## src/rtl/mem_ctrl_pkg.sv

```systemverilog
// Shared types and defaults for the memory access controller.
// The access FSM encoding and the requester one-hot helper live here.
package mem_ctrl_pkg;

    localparam int unsigned DEF_ADDR_W = 8;
    localparam int unsigned DEF_DATA_W = 8;
    localparam int unsigned DEF_HOLD   = 4;

    typedef enum logic [1:0] {
        IDLE   = 2'd0,
        ACCESS = 2'd1,
        DONE   = 2'd2
    } state_t;

    function automatic logic [1:0] grant_onehot(input logic idx);
        return idx ? 2'b10 : 2'b01;
    endfunction

endpackage

```

## src/rtl/mem_rr_pick.sv

```systemverilog
// Two-way round-robin picker: the requester that did not win last time has priority.
// Purely combinational; the last_grant pointer is owned by the parent.
module mem_rr_pick (
    input  logic [1:0] req_valid,
    input  logic       last_grant,
    output logic       grant,
    output logic       grant_valid
);

    always_comb begin
        grant = ~last_grant;
        if (req_valid[~last_grant]) begin
            grant = ~last_grant;
        end else if (req_valid[last_grant]) begin
            grant = last_grant;
        end
        grant_valid = |req_valid;
    end

endmodule

```

## src/rtl/mem_access_arbiter.sv

```systemverilog
// Shares one memory between two valid/ready requesters, holding mem_start for HOLD
// clocks with write/addr/data registered, then returning a one-cycle response.
module mem_access_arbiter
    import mem_ctrl_pkg::*;
#(
    parameter int unsigned ADDR_W = DEF_ADDR_W,
    parameter int unsigned DATA_W = DEF_DATA_W,
    parameter int unsigned HOLD   = DEF_HOLD
) (
    input  logic                  clk,
    input  logic                  rst,
    input  logic [1:0]            req_valid,
    output logic [1:0]            req_ready,
    input  logic [1:0]            req_write,
    input  logic [2*ADDR_W-1:0]   req_addr,
    input  logic [2*DATA_W-1:0]   req_wdata,
    output logic [1:0]            resp_valid,
    output logic [DATA_W-1:0]     resp_rdata,
    output logic                  mem_start,
    output logic                  mem_write,
    output logic [ADDR_W-1:0]     mem_addr,
    output logic [DATA_W-1:0]     mem_wdata,
    input  logic [DATA_W-1:0]     mem_rdata
);

    localparam int unsigned CNT_W = $clog2(HOLD + 1);
    localparam logic [CNT_W-1:0] CNT_LAST = CNT_W'(HOLD - 1);

    state_t state_q, state_d;
    logic [CNT_W-1:0] cnt_q, cnt_d;
    logic last_grant_q;
    logic owner_q;
    logic grant;
    logic grant_valid;
    logic accept;
    logic access_last;

    logic              win_write;
    logic [ADDR_W-1:0] win_addr;
    logic [DATA_W-1:0] win_wdata;

    mem_rr_pick u_pick (
        .req_valid   (req_valid),
        .last_grant  (last_grant_q),
        .grant       (grant),
        .grant_valid (grant_valid)
    );

    // Ready only in IDLE and only towards the picked (hence valid) requester.
    always_comb begin
        req_ready = 2'b00;
        if (state_q == IDLE && grant_valid) begin
            req_ready = grant_onehot(grant);
        end
    end

    assign accept      = |(req_valid & req_ready);
    assign access_last = (state_q == ACCESS) && (cnt_q == CNT_LAST);

    assign win_write = grant ? req_write[1] : req_write[0];
    assign win_addr  = grant ? req_addr[2*ADDR_W-1:ADDR_W] : req_addr[ADDR_W-1:0];
    assign win_wdata = grant ? req_wdata[2*DATA_W-1:DATA_W] : req_wdata[DATA_W-1:0];

    always_comb begin
        state_d = state_q;
        cnt_d   = cnt_q;
        case (state_q)
            IDLE: begin
                if (accept) begin
                    state_d = ACCESS;
                    cnt_d   = '0;
                end
            end
            ACCESS: begin
                if (access_last) begin
                    state_d = DONE;
                end else begin
                    cnt_d = cnt_q + 1'b1;
                end
            end
            DONE: begin
                state_d = IDLE;
            end
            default: begin
                state_d = IDLE;
            end
        endcase
    end

    always_ff @(posedge clk) begin
        if (rst) begin
            state_q      <= IDLE;
            cnt_q        <= '0;
            last_grant_q <= 1'b1;
            owner_q      <= 1'b0;
        end else begin
            state_q <= state_d;
            cnt_q   <= cnt_d;
            if (accept) begin
                last_grant_q <= grant;
                owner_q      <= grant;
            end
        end
    end

    // Strobe and fields launch on the same edge and are frozen until the next accept.
    always_ff @(posedge clk) begin
        if (rst) begin
            mem_start <= 1'b0;
            mem_write <= 1'b0;
            mem_addr  <= '0;
            mem_wdata <= '0;
        end else if (accept) begin
            mem_start <= 1'b1;
            mem_write <= win_write;
            mem_addr  <= win_addr;
            mem_wdata <= win_wdata;
        end else if (access_last) begin
            mem_start <= 1'b0;
        end
    end

    always_ff @(posedge clk) begin
        if (rst) begin
            resp_valid <= 2'b00;
            resp_rdata <= '0;
        end else if (access_last) begin
            resp_valid <= grant_onehot(owner_q);
            resp_rdata <= mem_write ? '0 : mem_rdata;
        end else begin
            resp_valid <= 2'b00;
            resp_rdata <= '0;
        end
    end

endmodule

```

## config.mk

```make
export PLATFORM = sky130hd
export DESIGN_NAME = mem_access_arbiter
export DESIGN_NICKNAME = d
export VERILOG_FILES = /design/src/rtl/mem_ctrl_pkg.sv /design/src/rtl/mem_rr_pick.sv /design/src/rtl/mem_access_arbiter.sv
export SDC_FILE = /design/constraint.sdc
export NUM_CORES = 1
export LEC_CHECK = 0
export ABC_AREA = 1
export ABC_CLOCK_PERIOD_IN_PS = 2400
export CAP_MARGIN = 10
export CORE_ASPECT_RATIO = 1.75
export CORE_MARGIN = 10
export CORE_UTILIZATION = 43
export DETAILED_ROUTE_END_ITERATION = 8
export PLACE_DENSITY = 0.83
export SLEW_MARGIN = 5
export SYNTH_ARGS = -nofsm -noshare
export SYNTH_HDL_FRONTEND = slang
export SYNTH_SLANG_ARGS = --single-unit
```

## constraint.sdc

```tcl
create_clock -name clk -period 2.4 [get_ports clk]
set_input_delay 0.24 -clock clk [delete_from_list [all_inputs] [get_ports clk]]
set_output_delay 0.24 -clock clk [all_outputs]
set_load 0.02 [all_outputs]
```

==> results.tsv <==
stage	metric	value	unit
status	status	complete, no violations	
die	Vert. Die Dim	99.8	um
grt	vias in the first global route	1768	
final_layout	most common cell after layout, fill and taps aside	clkdlybuf4s50_1	
drt	DR vias	1699	
clock_network	clk sink count	35	
setup_path	Critical Path Fanout Max	19	
clock_network	Clock Latency Late Sink	0.29	ns
synthesis	Yosys reg bits	35	
setup_path	worst path required time	2.16	ns
synthesis	top-area cell type share of the netlist area	44.8	%
power	Leak Pwr	0.00104	uW
power	Max VDD drop	586	uV
final_layout	Syn-to-layout area delta	55.3	%
die	Cell Rows	28	
grt	largest net degree at the start of global routing	20	
setup_path	Worst Path Buf+Inv	2	
place	pre-CTS setup slack	0.390	ns
clock_network	cts hold-fix bufs	0	
timing	final period demand of the worst path	2.16	ns
drt	Post-DRT Antenna Nets	0	
drt	# DRC	0	
setup_path	critical path type	reg2out	
synthesis	Mapped Cells	213	
final_layout	commonest non-fill, non-tap cells in the layout	clkdlybuf4s50_1, nand2_1, inv_1	
die	core area	3430	sq um
timing	setup TNS	0	ns
setup_path	crit end category	output pin	
timing	Slew @ Worst Pin	0.555	ns
drt	final wirelength	5.02	mm
place	Final Wtd Congestion	0.756	
clock_network	CTS tree	yes	
grt	first-pass GRT wire length	8.18	mm
clock_network	Post CTS Setup Buffer Count	0	
final_layout	nets	336	
drt	drt pass-1 iters	4	
die	Starting Density	45.5	%
timing	final number of max-transition violations	0	
synthesis	Ys Warns	0	
synthesis	synth unique cells	19	
drt	DRT iter0 DRCs	90	
grt	initial antenna violation count	0	
synthesis	Synth Area per Inst	7.34	sq um
final_layout	share of layout cells above drive strength 1	6.57	%
clock_network	CTS resizes	0	
die	Top Ports	76	
place	post-detail-place hpwl	3.80	mm
clock_network	TritonCTS buffer count	5	
setup_path	slowest CP cell	clkdlybuf4s50_1	
power	PD cells	589	nW/um^2
timing	fmax	0.464	GHz
synthesis	Synth Cell Area	1560	sq um
clock_network	Clock Pin Slew Worst Setup and Hold Paths	0.08	ns
synthesis	area leader, netlist	dfxtp_1	
timing	setup ws final	0.244	ns
die	die width	65.6	um
grt	GRT Overall Usage	15.7	%
clock_network	CTS max path bufs	2	
setup_path	crit-path cells	nor2_4 -> nand3_1 -> inv_1 -> clkdlybuf4s50_1	
timing	hold_ws	0.454	ns
place	Port Buf Inserts	75	
timing	relative max-transition margin	62.9	%
synthesis	Post-Syn Nets	261	
clock_network	Clock Root Buffer	clkbuf_8	
synthesis	Synth area leaders	dfxtp_1, nand4_1, nand2_1	
timing	clk_skew	0.00237	ns
final_layout	antenna cells	0	
clock_network	H-tree depth	2	
setup_path	slowest stage delay, CP	0.62	ns
grt	total grt overflow	0	
die	area of the die	6540	sq um
timing	Final Cycle Share	89.8	%
setup_path	delay-heaviest family, CP	buffers and inverters	
drt	drt via density	5.09	
job	max_cap viols	0	
synthesis	sequential share of the synthesized area	44.8	%
setup_path	crit start category	register	
timing	RSZ-0062 raised after global routing	false	
min_path	HP Class	reg2reg	
timing	Final Setup Violations	0	
timing	final hold vios	0	
setup_path	arrival time at the worst endpoint	1.92	ns
drt	drt wl/cell	15.0	um
worst register-to-register path: cells and delay by family (launching register included):
| kind | cells | cell delay (ns) |
|---|---|---|
| and+or+nand+nor | 4 | 0.82 |
| AOI/OAI and AO/OA | 1 | 0.05 |
| buffers and inverters | 2 | 0.32 |
| DFF | 1 | 0.34 |
cell type report:
cell class,count,area (sq um)
Fill cell,315,1010
Timing Repair Buffer,79,781
Sequential cell,35,701
Multi-Input combinational cell,130,657
Inverter,37,139
Clock buffer,5,68.8
Tap cell,45,56.3
Clock inverter,3,25.0
report_power, final:
group          leakage [uW]  internal (uW)  switching, uW
clock network     0.0000443            207            233
logic              0.000714            169            182
registers          0.000287            618           20.8
Yosys cell counts, drive strengths merged:
master  count
nand2      47
inv        37
dfxtp      35
nand4      34
a21oi      21
nor2       20
buf         9
o21ai       3
clkbuf      2
ha          2
a211oi      1
nand3       1
o211ai      1
routing by layer:
metal / GRT usage (%) / vias up / share of wire [%]
met5: 0 / - / 0
met1: 15.8 / 776 / 37
met4: 5.13 / 0 / 0.68
li1: - / 844 / -
met3: 7.75 / 4 / 9.9
met2: 27.0 / 75 / 52
logic make-up (layout without fill, tap and decap cells):
family / after synthesis / after routing / synth area share [%]
AO/OA/AOI/OAI: 26 / 26 / 8.65
adder cells (fa/ha/maj): 2 / 2 / 1.60
buffers and inverters: 48 / 124 / 13.1
flip-flops: 35 / 35 / 44.8
AND/OR/NAND/NOR: 102 / 102 / 31.8
state kept, by name, indices dropped and copies added, names as in the netlist:
name / flops
cnt_q: 3
last_grant_q: 1
mem_addr: 8
mem_start: 1
mem_wdata: 8
mem_write: 1
owner_q: 1
resp_rdata: 8
resp_valid: 2
state_q: 2
worst paths after layout:
kind / cells past startpoint / slack [ns] / to / startpoint
setup / recovery: 4 / 0.24 / req_ready[1] / state_q[1]$_SDFFE_PP0P_
hold / removal: 1 / 0.45 / resp_valid[0]$_SDFF_PP0_ / owner_q$_SDFFE_PP0P_
hold reg to reg: 1 / 0.45 / resp_valid[0]$_SDFF_PP0_ / owner_q$_SDFFE_PP0P_
setup reg to reg: 7 / 0.76 / mem_wdata[3]$_SDFFE_PP0P_ / state_q[1]$_SDFFE_PP0P_
stage by stage:
step                std cells  utilization, %  cell area, sq um  total power (uW)
global route              334            70.7              2430              1500
global placement          326            68.0              2330               997
finish                    334            70.7              2430              1430
detailed placement        326            68.0              2330              1000
CTS                       334            70.7              2430              1450
floorplan                 213               -              1560               833
(Power assumes the default switching activity.)
